==> src/rtl/adder_bist_pkg.sv <==
// rtl/adder_bist_pkg.sv - shared types and sizing helpers for the adder BIST initiator
package adder_bist_pkg;

   typedef enum logic [1:0] {
      IDLE  = 2'd0,
      DRIVE = 2'd1,
      DONE  = 2'd2
   } state_t;

   function automatic int sum_width(input int width);
      return width + 1;
   endfunction

   function automatic int vec_count(input int width);
      return 1 << (2 * width);
   endfunction

endpackage

==> src/rtl/adder_bist_seq.sv <==
// rtl/adder_bist_seq.sv - operand index counter with per-vector latency wait counter
module adder_bist_seq
   import adder_bist_pkg::*;
#(
   parameter int WIDTH       = 4,
   parameter int DUT_LATENCY = 0
) (
   input  logic               clk,
   input  logic               rst_n,
   input  logic               load,
   input  logic               run,
   input  logic               halt,
   output logic [2*WIDTH-1:0] vec_idx,
   output logic               check_stb,
   output logic               last_vec
);

   localparam int VEC_W  = 2 * WIDTH;
   localparam int WAIT_W = (DUT_LATENCY > 0) ? $clog2(DUT_LATENCY + 1) : 1;
   localparam logic [WAIT_W-1:0] WAIT_LAST = WAIT_W'(DUT_LATENCY);
   localparam logic [VEC_W-1:0]  IDX_LAST  = VEC_W'(vec_count(WIDTH) - 1);

   logic [WAIT_W-1:0] wait_cnt;

   assign check_stb = run && (wait_cnt == WAIT_LAST);
   assign last_vec  = (vec_idx == IDX_LAST);

   // The index never wraps: it parks on the last (or halting) vector so operands hold in DONE.
   always_ff @(posedge clk or negedge rst_n) begin
      if (!rst_n) begin
         vec_idx  <= '0;
         wait_cnt <= '0;
      end else if (load) begin
         vec_idx  <= '0;
         wait_cnt <= '0;
      end else if (run) begin
         if (check_stb) begin
            wait_cnt <= '0;
            if (!last_vec && !halt) begin
               vec_idx <= vec_idx + VEC_W'(1);
            end
         end else begin
            wait_cnt <= wait_cnt + WAIT_W'(1);
         end
      end
   end

endmodule

==> src/rtl/adder_bist.sv <==
// rtl/adder_bist.sv - exhaustive adder self-test initiator; ADDER_BIST_STOP_ON_ERR_EN halts on first mismatch
module adder_bist
   import adder_bist_pkg::*;
#(
   parameter int WIDTH       = 4,
   parameter int DUT_LATENCY = 0,
   parameter int ERR_CNT_W   = 9
) (
   input  logic                 clk_i,
   input  logic                 rst_ni,
   input  logic                 start_i,
   output logic [WIDTH-1:0]     a_o,
   output logic [WIDTH-1:0]     b_o,
   input  logic [WIDTH:0]       s_i,
   output logic                 busy_o,
   output logic                 done_o,
   output logic                 pass_o,
   output logic [ERR_CNT_W-1:0] err_cnt_o,
   output logic [WIDTH-1:0]     first_err_a_o,
   output logic [WIDTH-1:0]     first_err_b_o
);

   localparam int SUM_W = sum_width(WIDTH);

   state_t               state;
   state_t               state_nx;
   logic                 start_acc;
   logic                 run;
   logic                 check_stb;
   logic                 last_vec;
   logic                 mismatch;
   logic                 stop_err;
   logic [2*WIDTH-1:0]   vec_idx;
   logic [SUM_W-1:0]     exp_sum;

   // A start is only honoured outside a run, including on the final check cycle.
   assign start_acc = start_i && (state != DRIVE);
   assign run       = (state == DRIVE);

   adder_bist_seq #(
      .WIDTH       (WIDTH),
      .DUT_LATENCY (DUT_LATENCY)
   ) u_seq (
      .clk       (clk_i),
      .rst_n     (rst_ni),
      .load      (start_acc),
      .run       (run),
      .halt      (stop_err),
      .vec_idx   (vec_idx),
      .check_stb (check_stb),
      .last_vec  (last_vec)
   );

   assign a_o     = vec_idx[2*WIDTH-1:WIDTH];
   assign b_o     = vec_idx[WIDTH-1:0];
   assign exp_sum = {1'b0, a_o} + {1'b0, b_o};
   assign mismatch = check_stb && (s_i != exp_sum);

`ifdef ADDER_BIST_STOP_ON_ERR_EN
   assign stop_err = mismatch;
`else
   assign stop_err = 1'b0;
`endif

   always_ff @(posedge clk_i or negedge rst_ni) begin
      if (!rst_ni) begin
         state <= IDLE;
      end else begin
         state <= state_nx;
      end
   end

   always_comb begin
      state_nx = state;
      case (state)
         IDLE:    if (start_i) state_nx = DRIVE;
         DRIVE:   if (check_stb && (last_vec || stop_err)) state_nx = DONE;
         DONE:    if (start_i) state_nx = DRIVE;
         default: state_nx = IDLE;
      endcase
   end

   always_comb begin
      busy_o = 1'b0;
      done_o = 1'b0;
      pass_o = 1'b0;
      case (state)
         DRIVE:   busy_o = 1'b1;
         DONE: begin
            done_o = 1'b1;
            pass_o = (err_cnt_o == '0);
         end
         default: ;
      endcase
   end

   always_ff @(posedge clk_i or negedge rst_ni) begin
      if (!rst_ni) begin
         err_cnt_o     <= '0;
         first_err_a_o <= '0;
         first_err_b_o <= '0;
      end else if (start_acc) begin
         err_cnt_o     <= '0;
         first_err_a_o <= '0;
         first_err_b_o <= '0;
      end else if (mismatch) begin
         if (err_cnt_o != '1) begin
            err_cnt_o <= err_cnt_o + ERR_CNT_W'(1);
         end
         if (err_cnt_o == '0) begin
            first_err_a_o <= a_o;
            first_err_b_o <= b_o;
         end
      end
   end

endmodule
==> config.mk <==
export PLATFORM = sky130hd
export DESIGN_NAME = adder_bist
export DESIGN_NICKNAME = d
export VERILOG_FILES = /design/src/rtl/adder_bist_pkg.sv /design/src/rtl/adder_bist_seq.sv /design/src/rtl/adder_bist.sv
export SDC_FILE = /design/constraint.sdc
export NUM_CORES = 1
export LEC_CHECK = 0
export ABC_AREA = 0
export BUFFER_PORTS_ARGS = -buffer_cell sky130_fd_sc_hd__buf_2
export CORE_MARGIN = 2
export CORE_UTILIZATION = 58
export CTS_CLUSTER_SIZE = 25
export DETAILED_ROUTE_END_ITERATION = 16
export PLACE_DENSITY_LB_ADDON = 0.08
export RECOVER_POWER = 100
export SLEW_MARGIN = 15
export SYNTH_ARGS = -nofsm -noshare
export SYNTH_HDL_FRONTEND = slang
export SYNTH_SLANG_ARGS = --single-unit
export TNS_END_PERCENT = 30
==> constraint.sdc <==
create_clock -name clk_i -period 5.57 [get_ports clk_i]
set_input_delay 1.3925 -clock clk_i [delete_from_list [all_inputs] [get_ports clk_i]]
set_output_delay 1.3925 -clock clk_i [all_outputs]
set_load 0.1 [all_outputs]
After elaboration in Yosys (flattened, before gate mapping)
Cells that the tools add are included.
{"block": "totals", "register_bits": 28, "latchBits": 0, "ram_bits": 0, "romBits": 0, "output_inout_bits": 28, "wordCells": 58, "n_memories": 0}
{"block": "classes", "add_sub_neg": 4, "n_mul": 0, "div": 0, "order_cmp": 0, "eq_ne": 9, "n_shift": 0, "n_mux": 22, "bitwise": 1, "reduce_logical": 16}
{"cell": "$mux W8", "count": 4}
{"cell": "$mux W9", "count": 3}
{"cell": "$mux W4", "count": 6}
{"cell": "$reduce_bool A2 Y1", "count": 5}
{"cell": "$add A9 B1 Y9 const B", "count": 1}
{"cell": "$logic_not A9 Y1", "count": 1}
{"cell": "$ne A9 B9 Y1 const B", "count": 1}
{"cell": "$add A8 B1 Y8 const B", "count": 1}
{"cell": "$eq A8 B8 Y1 const B", "count": 1}
{"cell": "$mux W1", "count": 6}
{"cell": "$reduce_and A2 Y1", "count": 3}
{"cell": "$add A4 B4 Y5", "count": 1}
{"cell": "$ne A5 B5 Y1", "count": 1}
{"cell": "$logic_and A1 B1 Y1", "count": 4}
{"cell": "$mux W2", "count": 2}
{"cell": "$ne A2 B1 Y1 const B", "count": 2}
{"cell": "$ne A2 B2 Y1 const B", "count": 2}
{"cell": "$pmux W2 S2", "count": 1}
{"cell": "$reduce_and A3 Y1", "count": 1}
{"cell": "$eq A2 B1 Y1 const B", "count": 1}
{"cell": "$eq A2 B2 Y1 const B", "count": 1}
{"cell": "$logic_not A2 Y1", "count": 1}
{"cell": "$reduce_or A2 Y1", "count": 1}
{"cell": "$add A1 B1 Y1 const B", "count": 1}
{"cell": "$not A1 Y1", "count": 1}

Depth between registers and ports, before layout
Gate-level depths: netlist of the first run.
{"block": "logic_depth", "ltp_word": 5, "ltp_mapped": 9}

Cells and area by module
Synthesis of the first run repeated with hierarchy kept, for this count alone.
{"block": "unflattened", "cells_unflattened": 161, "hier_area_um2": 1662.8}
{"mod": "adder_bist", "instances": 1, "cells_each": 112, "area_each_um2": 1154.9}
{"mod": "adder_bist_seq", "instances": 1, "cells_each": 49, "area_each_um2": 508.0}

Worst setup path after synthesis of the first run
Ideal clock, no wire load.
{"block": "synth_timing", "kind": "register to output", "from": "register err_cnt_o[1]", "to": "output pass_o", "arrival_time_ns": 2.696, "t_required_ns": 4.178, "path_slack_ns": 1.482, "stages_incl_launch_ff": 6, "path_buffers": 0, "path_cell_list": "dfrtp_1 -> inv_1 -> ha_1 -> nor4b_1 -> nand2_1 -> nor2_1"}
{"block": "synth_via", "elab_chain_len": 2}
{"element": "start: declaration", "line": "adder_bist.sv:18", "text": "output logic [ERR_CNT_W-1:0] err_cnt_o,"}
{"element": "start signal: assignment", "line": "adder_bist.sv:108", "text": "err_cnt_o <= err_cnt_o + ERR_CNT_W'(1);"}
{"element": "$logic_not A9 Y1", "line": "adder_bist.sv:91", "text": "pass_o = (err_cnt_o == '0);"}
{"element": "$mux W1", "line": "adder_bist.sv:87", "text": "case (state)"}
{"element": "end: declaration", "line": "adder_bist.sv:17", "text": "output logic pass_o,"}
No other way between the ends.

Final worst setup path of the first run
{"block": "layout_timing", "from": "register u_seq.vec_idx[4]", "to": "register first_err_a_o[1]"}
{"block": "layout_via", "elab_chain_len": 5}
{"element": "start: declaration", "line": "adder_bist_seq.sv:13", "text": "output logic [2*WIDTH-1:0] vec_idx,"}
{"element": "start signal: assignment", "line": "adder_bist_seq.sv:40", "text": "vec_idx <= vec_idx + VEC_W'(1);"}
{"element": "$add A4 B4 Y5", "line": "adder_bist.sv:56", "text": "assign exp_sum = {1'b0, a_o} + {1'b0, b_o};"}
{"element": "$ne A5 B5 Y1", "line": "adder_bist.sv:57", "text": "assign mismatch = check_stb && (s_i != exp_sum);"}
{"element": "$logic_and A1 B1 Y1", "line": "adder_bist.sv:57"}
{"element": "$reduce_bool A2 Y1 (no line)"}
{"element": "$reduce_and A2 Y1 (no line)"}
{"element": "end signal: assignment", "line": "adder_bist.sv:111", "text": "first_err_a_o <= a_o;"}
{"element": "end: declaration", "line": "adder_bist.sv:19", "text": "output logic [WIDTH-1:0] first_err_a_o,"}
No other way between the ends.
A chain may end at the register's enable or synchronous reset.

==> results of run 1 <==
cell type report:
cell class	count	area, um^2	area share [%]
timing repair buffer	35	138	7.69
multi-input combinational	119	823	46.0
sequential	28	701	39.2
clock buffer	4	36.3	2.03
inverter	14	52.6	2.94
tap	31	38.8	2.17
how the worst max path moves through the flow:
stage	startpoint	slack, ps	depth (start not counted)	end
after floorplan	err_cnt_o[1]	1480	5	pass_o
after global placement	s_i[4]	2170	5	err_cnt_o[1]
after detailed placement	s_i[4]	2090	5	err_cnt_o[1]
after CTS	err_cnt_o[0]	2240	6	pass_o
after global routing	u_seq.vec_idx[4]	1440	7	first_err_a_o[1]
final	u_seq.vec_idx[4]	1750	7	first_err_a_o[1]
flip-flops by register name, indices dropped and copies added, names as in the netlist:
signal and cells:
err_cnt_o 9, first_err_a_o 4, first_err_b_o 4, state 2, u_seq.vec_idx 8, u_seq.wait_cnt 1
cell families (layout without fill, tap and decap cells):
| family | count (synthesis) | in the layout | share of synthesized area [%] |
|---|---|---|---|
| AO/OA/AOI/OAI | 25 | 25 | 11.5 |
| XOR/XNOR | 10 | 10 | 6.16 |
| adder cells (fa/ha/maj) | 9 | 9 | 7.30 |
| buffers and inverters | 20 | 53 | 5.63 |
| flip-flops | 28 | 28 | 42.6 |
| multiplexers | 10 | 10 | 6.39 |
| AND/OR/NAND/NOR | 65 | 65 | 20.5 |
critical path, cell delays in order, from the launching register on:
cell                       delay (ps)
sky130_fd_sc_hd__dfrtp_1          470
sky130_fd_sc_hd__ha_1             250
sky130_fd_sc_hd__fa_1             410
sky130_fd_sc_hd__and3_1           210
sky130_fd_sc_hd__or3_1            340
sky130_fd_sc_hd__a221oi_1        1190
sky130_fd_sc_hd__nor3_1           560
sky130_fd_sc_hd__mux2i_1          240
synthesized netlist by cell type, types with 4 or more instances:
cell type / n
sky130_fd_sc_hd__dfrtp_1: 28
sky130_fd_sc_hd__nand2_1: 19
sky130_fd_sc_hd__inv_1: 14
sky130_fd_sc_hd__nor2_1: 13
sky130_fd_sc_hd__nand3_1: 10
sky130_fd_sc_hd__mux2i_1: 9
sky130_fd_sc_hd__xnor2_1: 9
sky130_fd_sc_hd__ha_1: 8
sky130_fd_sc_hd__o211ai_1: 5
sky130_fd_sc_hd__a21oi_1: 4
sky130_fd_sc_hd__o21ai_0: 4
through the flow:
step	hold slack, ps	area, um^2
finish	533	1790
global route	566	1790
CTS	538	1860
detailed placement	512	1820
global placement	506	1820
floorplan	513	1650
per-layer routing:
| layer | vias to the layer above | wire, um |
|---|---|---|
| met3 | 4 | 155 |
| li1 | 651 | - |
| met5 | - | 0 |
| met4 | 0 | 31 |
| met2 | 44 | 1590 |
| met1 | 640 | 1630 |
==> flow_metrics.py, run 1 <==
metrics = {
    "status": {
        "outcome": "complete, but fails checks",
        "failing_checks": "capacitance limit",
    },
    "floorplanning": {
        "design.core.area_um2": 2730,
        "initial_core_util_pct": 60.2,
        "fp.dieW_um": 57.3,
        "pin_count": 36,
        "num_rows": 19,
        "dieArea_um2": 3280,
        "chipHeight_um": 57.3,
    },
    "timing": {
        "rsz0062_at_grt": "false",
        "rel_slew_slack_pct": 0.542,
        "finalCriticalPeriod_ps": 3820,
        "final_max_slew_viol_count": 0,
        "report.final.hold_viol_count": 0,
        "final_clock_period_utilization_by_the_worst_path_pct": 68.6,
        "fmaxAchievable_mhz": 262,
        "setup_viol": 0,
        "worstMarginPinSlew_ps": 1490,
        "fin_skew_ps": 4.36,
        "post-route-worst-setup-slack_ps": 1750,
        "setup_total_negative_slack_ps": 0,
    },
    "critical_path": {
        "timing.critical_path.required_ps": 5740,
        "setup.worst_path.end_class": "flip-flop",
        "r2r_setup_slack_ps": 1750,
        "rr_startpoint": "u_seq.vec_idx[4]",
        "cp-start-kind": "flip-flop",
        "worst_reg2reg_endpoint": "first_err_a_o[1]",
        "reg2regPathDepth": 7,
        "worst_ep_arrival_time_ps": 3990,
        "worst-setup-path-type": "reg -> reg",
        "worst-path-max-fanout": 14,
    },
    "finish": {
        "layout-area-overhead-vs-synth_pct": 8.75,
        "drive_gt1_share_pct": 6.00,
        "insertedDiodeCount": 0,
        "fillCellCount": 242,
        "fin_nets": 218,
        "mostFrequentLayoutCells": "sky130_fd_sc_hd__clkbuf_1 (30), sky130_fd_sc_hd__dfrtp_1 (28), sky130_fd_sc_hd__nand2_1 (19)",
        "finish.utilization_pct": 65.4,
        "mostFrequentLayoutCell": "sky130_fd_sc_hd__clkbuf_1",
        "fin_cells": 231,
    },
    "grt": {
        "grt_pass1_wl_mm": 5.89,
        "first_global_vias": 1336,
        "grt_overflow_total": 0,
        "grt_use_met3_pct": 2.95,
        "grt_max_degree": 29,
        "grt_use_total_pct": 23.0,
        "number_of_antenna_violations_at_the_first_check_in_global_routing": 0,
        "gr-max-usage-layer": "met2",
        "grtUsageMet1_pct": 31.5,
        "globalRouteMet2Util_pct": 37.6,
    },
    "min_path": {
        "min_from": "first_err_b_o[3]",
        "holdPathEnd": "first_err_b_o[3]",
        "hp-class": "reg -> reg",
        "min_delay_path_depth": 2,
    },
    "routing": {
        "wirelength_mm": 3.40,
        "drt-pass1-iter-count": 4,
        "num_vias": 1339,
        "postRouteAntennaNets": 0,
        "avgViaCountPerCell": 5.80,
        "remaining_drcs": 0,
        "routedWlPerCell_um": 14.7,
        "dr.first_iter.drc_count": 56,
    },
    "placed_design": {
        "detailed_place_hpwl_mm": 2.56,
        "port_buf_inserts": 35,
        "gp_congestion": 0.783,
        "dpl.cell_count": 227,
        "preCtsSetupSlack_ps": 2090,
    },
    "clock_tree": {
        "cts.reportedPaths.clkPinSlew_ps": 140,
        "clock_sink_count": 28,
        "clock_tree.root_cell": "sky130_fd_sc_hd__clkbuf_4",
        "clk_latency_ps": 320,
        "post_cts.repair.setup_buffers": 0,
        "ctsResizeCount": 0,
        "numCtsBuffers": 3,
        "tritoncts": "yes",
        "ctsHtreeMaxLevel": 1,
        "cts.hold.buffers_added": 0,
        "clock_path_buffers": 2,
    },
    "yosys": {
        "synth.ff_latch_count": 28,
        "yosys-top-cells-area": "sky130_fd_sc_hd__dfrtp_1 (43%), sky130_fd_sc_hd__ha_1 (6.1%), sky130_fd_sc_hd__mux2i_1 (5.5%)",
        "number_of_warnings_printed_during_yosys_synthesis": 0,
        "synth_sequential_area_ratio_pct": 42.6,
        "synth_edf_count": 0,
        "netlist_area_um2": 1650,
        "synth.net_count": 184,
        "syn_avg_cell_area_um2": 9.85,
        "post_synth_inst_count": 167,
        "synthArstFlopShare_pct": 100,
        "netlist-cell-type-count": 44,
        "synthDominantCellAreaShare_pct": 42.6,
        "dominantRegCellSynth": "sky130_fd_sc_hd__dfrtp_1",
        "cell_type_contributing_the_most_total_cell_area_after_synthesis": "sky130_fd_sc_hd__dfrtp_1",
    },
    "run": {
        "maxCapViolCount": 1,
    },
}
Power of run 1 is not shown: default switching activity piles up to over one toggle a cycle in this logic, so the estimate is an artifact.
==> inputs of run 2 (changes only) <==
Settings changed: CORE_UTILIZATION 58 to 48.
Clock period 5.57 ns to 3.5 ns, I/O delays scaled along.
==> flow_metrics.py, run 2 (synthesis results as in run 1) <==
metrics = {
    "finish": {
        "max_flop_register": "err_cnt_o",
        "insertedDiodeCount": 0,
        "mostFrequentLayoutCells": "sky130_fd_sc_hd__dfrtp_1 (28), sky130_fd_sc_hd__clkbuf_1 (28), sky130_fd_sc_hd__nand2_1 (19)",
        "fillCellCount": 345,
        "layout-area-overhead-vs-synth_pct": 11.0,
        "top_regs": "err_cnt_o: 9 flops, u_seq.vec_idx: 8 flops",
        "multi_input_comb_area_um2": 831,
        "drive_gt1_share_pct": 8.46,
        "fin_nets": 219,
        "largest_register_ff_count": 9,
        "sequential_cell_area_um2": 701,
    },
    "critical_path": {
        "worst_path_dominant_cell_family": "simple AND/OR/NAND/NOR gates",
        "cp.buffers_inverters": 1,
        "worst_ep_arrival_time_ps": 3250,
        "path_cells": "ha_1 > fa_1 > and3_1 > or3_1 > a221oi_1 > buf_4 > or2_0 > mux2_1",
        "setup.worst_path.end_class": "flip-flop",
        "critical_path.slowest_cell": "sky130_fd_sc_hd__dfrtp_1",
        "worst-path-max-fanout": 14,
        "worst-setup-path-type": "reg -> reg",
        "cp-start-kind": "flip-flop",
        "critical_path.max_stage_delay_ps": 480,
        "timing.critical_path.required_ps": 3740,
    },
    "clock_tree": {
        "clock_tree.root_cell": "sky130_fd_sc_hd__clkbuf_4",
        "ctsResizeCount": 0,
        "tritoncts": "yes",
        "numCtsBuffers": 3,
        "ctsHtreeMaxLevel": 1,
        "clock_sink_count": 28,
        "clock_path_buffers": 2,
        "cts.reportedPaths.clkPinSlew_ps": 150,
        "post_cts.repair.setup_buffers": 0,
        "clk_latency_ps": 330,
        "cts.hold.buffers_added": 0,
    },
    "timing": {
        "final_clock_period_utilization_by_the_worst_path_pct": 86.2,
        "final_max_slew_viol_count": 0,
        "rel_slew_slack_pct": 2.90,
        "finalCriticalPeriod_ps": 3020,
        "worstMarginPinSlew_ps": 1460,
        "fmaxAchievable_mhz": 331,
        "rsz0062_at_grt": "false",
        "setup_total_negative_slack_ps": 0,
        "fin_skew_ps": 1.66,
        "report.final.hold_viol_count": 0,
        "setup_viol": 0,
    },
    "routing": {
        "routedWlPerCell_um": 14.5,
        "dr.first_iter.drc_count": 41,
        "remaining_drcs": 0,
        "wirelength_mm": 3.59,
        "num_vias": 1348,
        "drt-pass1-iter-count": 4,
        "avgViaCountPerCell": 5.46,
        "postRouteAntennaNets": 0,
    },
    "floorplanning": {
        "dieArea_um2": 3910,
        "pin_count": 36,
        "num_rows": 21,
        "chipHeight_um": 62.5,
        "fp.dieW_um": 62.5,
        "design.core.area_um2": 3310,
        "initial_core_util_pct": 49.7,
    },
    "grt": {
        "grt_overflow_total": 0,
        "grt_max_degree": 29,
        "first_global_vias": 1345,
        "grt_pass1_wl_mm": 6.42,
        "number_of_antenna_violations_at_the_first_check_in_global_routing": 0,
        "grt_use_total_pct": 20.5,
    },
    "placed_design": {
        "port_buf_inserts": 35,
        "gp_congestion": 0.876,
        "detailed_place_hpwl_mm": 2.74,
    },
    "status": {
        "outcome": "finished clean",
    },
    "run": {
        "maxCapViolCount": 0,
    },
    "min_path": {
        "hp-class": "reg -> reg",
    },
}
[run 2: changes by cell type in the layout (fill, tap and decap cells not counted)]
cell,previous run,this run
sky130_fd_sc_hd__buf_2,5,6
sky130_fd_sc_hd__clkbuf_1,30,28
sky130_fd_sc_hd__clkbuf_2,0,1
sky130_fd_sc_hd__nor3_1,3,2
sky130_fd_sc_hd__nor2_1,13,12
sky130_fd_sc_hd__nor2_2,0,1
sky130_fd_sc_hd__and2_1,0,1
sky130_fd_sc_hd__nor3_2,0,1
sky130_fd_sc_hd__buf_4,0,1
sky130_fd_sc_hd__and2_0,1,0
[run 2: metrics by stage]
stage / instance area [um^2] / util (%) / setup WS (ps) / hold slack (ps) / std cells
global route: 1830 / 55.1 / 287 / 574 / 247
CTS: 1880 / 56.9 / 559 / 543 / 247
global placement: 1850 / 55.8 / 725 / 511 / 243
floorplan: 1650 / - / 326 / 513 / 167
detailed placement: 1850 / 55.8 / 655 / 519 / 243
finish: 1830 / 55.1 / 483 / 541 / 247
[run 2: path summary, 6_finish.rpt]
check | cells past startpoint | slack (ps) | endpoint | start
min in group asynchronous | 1 | 850 | err_cnt_o[7] | rst_ni
max reg2reg | 8 | 480 | err_cnt_o[1] | u_seq.vec_idx[0]
min | 2 | 540 | first_err_b_o[1] | first_err_b_o[1]
max | 8 | 480 | err_cnt_o[1] | u_seq.vec_idx[0]
min reg2reg | 2 | 540 | first_err_b_o[1] | first_err_b_o[1]
max in group asynchronous | 1 | 1810 | u_seq.vec_idx[5] | rst_ni
[run 2: final cells by class]
type                    instances  area share [%]
flip-flops and latches         28            38.4
well taps                      46            3.15
multi-input cells             119            45.5
inverters                      14            2.88
clock buffers                   4            1.99
repair buffers                 36            8.09
[run 2: worst min-delay path: cells and delay by family (launching register included)]
kind / cells / cell delay, ps
flops: 1 / 410
simple gates: 1 / 60
mux: 1 / 50
[run 2: routing by layer]
metal / part of all wire [%] / track usage [%]
met5: 0 / 0
met4: 1.0 / 6.67
met3: 2.8 / 2.70
met2: 51 / 35.6
met1: 45 / 26.6
Power of run 2 is left out for the same reason.
==> inputs of run 3 (changes only) <==
Settings changed: CELL_PAD_IN_SITES_DETAIL_PLACEMENT set to 1, CELL_PAD_IN_SITES_GLOBAL_PLACEMENT set to 2, CORE_UTILIZATION 48 to 30, PLACE_DENSITY set to 0.86, PLACE_DENSITY_LB_ADDON 0.08 to not set.
==> flow_metrics.py, run 3 (synthesis results as in run 1) <==
metrics = {
    "critical_path": {
        "critPathLaunch": "u_seq.vec_idx[4]",
        "rr_startpoint": "u_seq.vec_idx[4]",
        "setup.worst_path.end_class": "flip-flop",
        "r2r_setup_slack_ps": 510,
        "worst_reg2reg_endpoint": "first_err_a_o[1]",
        "timing.critical_path.required_ps": 3640,
        "reg2regPathDepth": 8,
        "worst-setup-path-type": "reg -> reg",
        "worst_ep_arrival_time_ps": 3130,
        "worst-path-max-fanout": 13,
        "cp-start-kind": "flip-flop",
    },
    "timing": {
        "fin_hold_ws_ps": 530,
        "fmaxAchievable_mhz": 334,
        "setup_total_negative_slack_ps": 0,
        "finalCriticalPeriod_ps": 2990,
        "final_clock_period_utilization_by_the_worst_path_pct": 85.5,
        "setup_viol": 0,
        "worstMarginPinSlew_ps": 1540,
        "fin_skew_ps": 9.92,
        "rel_slew_slack_pct": -2.45,
        "rsz0062_at_grt": "false",
        "report.final.hold_viol_count": 0,
        "final_max_slew_viol_count": 29,
    },
    "min_path": {
        "min_from": "first_err_a_o[3]",
        "min_delay_path_depth": 2,
        "hp-class": "reg -> reg",
        "holdPathEnd": "first_err_a_o[3]",
    },
    "clock_tree": {
        "clk_latency_ps": 280,
        "clock_path_buffers": 2,
        "ctsResizeCount": 0,
        "cts.hold.buffers_added": 0,
        "cts.reportedPaths.clkPinSlew_ps": 110,
        "clock_sink_count": 28,
        "clock_tree.root_cell": "sky130_fd_sc_hd__clkbuf_8",
        "tritoncts": "yes",
        "numCtsBuffers": 3,
        "ctsHtreeMaxLevel": 1,
        "post_cts.repair.setup_buffers": 0,
    },
    "routing": {
        "num_vias": 1372,
        "dr.first_iter.drc_count": 49,
        "remaining_drcs": 0,
        "routedWlPerCell_um": 15.0,
        "postRouteAntennaNets": 0,
        "wirelength_mm": 4.06,
        "avgViaCountPerCell": 5.06,
        "drt-pass1-iter-count": 4,
    },
    "floorplanning": {
        "pin_count": 36,
        "num_rows": 26,
        "initial_core_util_pct": 31.6,
        "fp.dieW_um": 78.1,
        "chipHeight_um": 78.1,
        "dieArea_um2": 6090,
        "design.core.area_um2": 5200,
    },
    "finish": {
        "insertedDiodeCount": 0,
        "top_regs": "err_cnt_o: 9 flops, u_seq.vec_idx: 8 flops",
        "drive_gt1_share_pct": 7.96,
        "final_cell_area_um2": 1900,
        "largest_register_ff_count": 9,
        "fillCellCount": 651,
        "layout-area-overhead-vs-synth_pct": 15.4,
        "mostFrequentLayoutCell": "sky130_fd_sc_hd__clkbuf_1",
        "max_flop_register": "err_cnt_o",
        "mostFrequentLayoutCells": "sky130_fd_sc_hd__clkbuf_1 (30), sky130_fd_sc_hd__dfrtp_1 (28), sky130_fd_sc_hd__nand2_1 (19)",
        "fin_nets": 219,
        "fin_cells": 271,
    },
    "grt": {
        "gr-max-usage-layer": "met2",
        "first_global_vias": 1406,
        "grt_use_met3_pct": 3.79,
        "grtUsageMet1_pct": 17.7,
        "grt_pass1_wl_mm": 6.82,
        "grt_use_total_pct": 14.0,
        "grt_overflow_total": 0,
        "globalRouteMet2Util_pct": 24.5,
        "grt_max_degree": 29,
        "number_of_antenna_violations_at_the_first_check_in_global_routing": 0,
    },
    "placed_design": {
        "dpl.cell_count": 267,
        "gp_congestion": 0.760,
        "place_area_um2": 1880,
        "detailed_place_hpwl_mm": 3.00,
        "port_buf_inserts": 35,
    },
    "status": {
        "outcome": "complete, but fails checks",
        "failing_checks": "capacitance limit, slew limit",
    },
    "run": {
        "maxCapViolCount": 1,
    },
}
==> run 3: cell types whose count changed in the layout (fill, tap and decap cells not counted) <==
cell	before	now
sky130_fd_sc_hd__nor3_2	1	0
sky130_fd_sc_hd__o311ai_0	1	0
sky130_fd_sc_hd__clkbuf_8	1	3
sky130_fd_sc_hd__clkbuf_4	3	0
sky130_fd_sc_hd__clkbuf_1	28	30
sky130_fd_sc_hd__o311ai_2	0	1
sky130_fd_sc_hd__bufinv_16	0	1
sky130_fd_sc_hd__buf_4	1	0
sky130_fd_sc_hd__nor3_4	0	1
sky130_fd_sc_hd__buf_2	6	5
==> run 3: cell type report <==
type / instances / area, um^2 / area share, %
clock buffers: 3 / 41.3 / 2.17
clock inverters: 1 / 30.0 / 1.58
inverters: 14 / 52.6 / 2.77
multi-input cells: 119 / 845 / 44.5
flip-flops and latches: 28 / 701 / 36.9
well taps: 70 / 87.6 / 4.61
repair buffers: 36 / 143 / 7.51
==> run 3: worst max path at each step <==
| stage | endpoint | slack (ps) | depth (start not counted) |
|---|---|---|---|
| after floorplan | err_cnt_o[1] | 330 | 8 |
| after global placement | err_cnt_o[1] | 840 | 7 |
| after detailed placement | err_cnt_o[1] | 800 | 7 |
| after CTS | pass_o | 710 | 6 |
| after global routing | first_err_a_o[1] | 300 | 8 |
| final | first_err_a_o[1] | 510 | 8 |
==> run 3: layer usage <==
metal,vias to the layer above,part of all wire [%]
li1,656,-
met1,685,45
met2,29,49
met3,2,5.0
met4,0,0.34
met5,-,0
==> run 3: stage by stage <==
| stage | utilization (%) | setup WS [ps] |
|---|---|---|
| 3_5_place_dp | 36.1 | 797 |
| 5_1_grt | 36.5 | 304 |
| 2_1_floorplan | - | 326 |
| 3_3_place_gp | 36.1 | 839 |
| 6_report | 36.5 | 508 |
| 4_1_cts | 37.5 | 711 |
==> run 3: critical path: stages, from the launching register on <==
cell and delay [ps]:
sky130_fd_sc_hd__dfrtp_1 450, sky130_fd_sc_hd__ha_1 250, sky130_fd_sc_hd__fa_1 400, sky130_fd_sc_hd__and3_1 200, sky130_fd_sc_hd__or3_1 340, sky130_fd_sc_hd__a221oi_1 340
sky130_fd_sc_hd__clkbuf_1 500, sky130_fd_sc_hd__nor3_4 190, sky130_fd_sc_hd__mux2i_1 170
Power of run 3 is left out for the same reason.
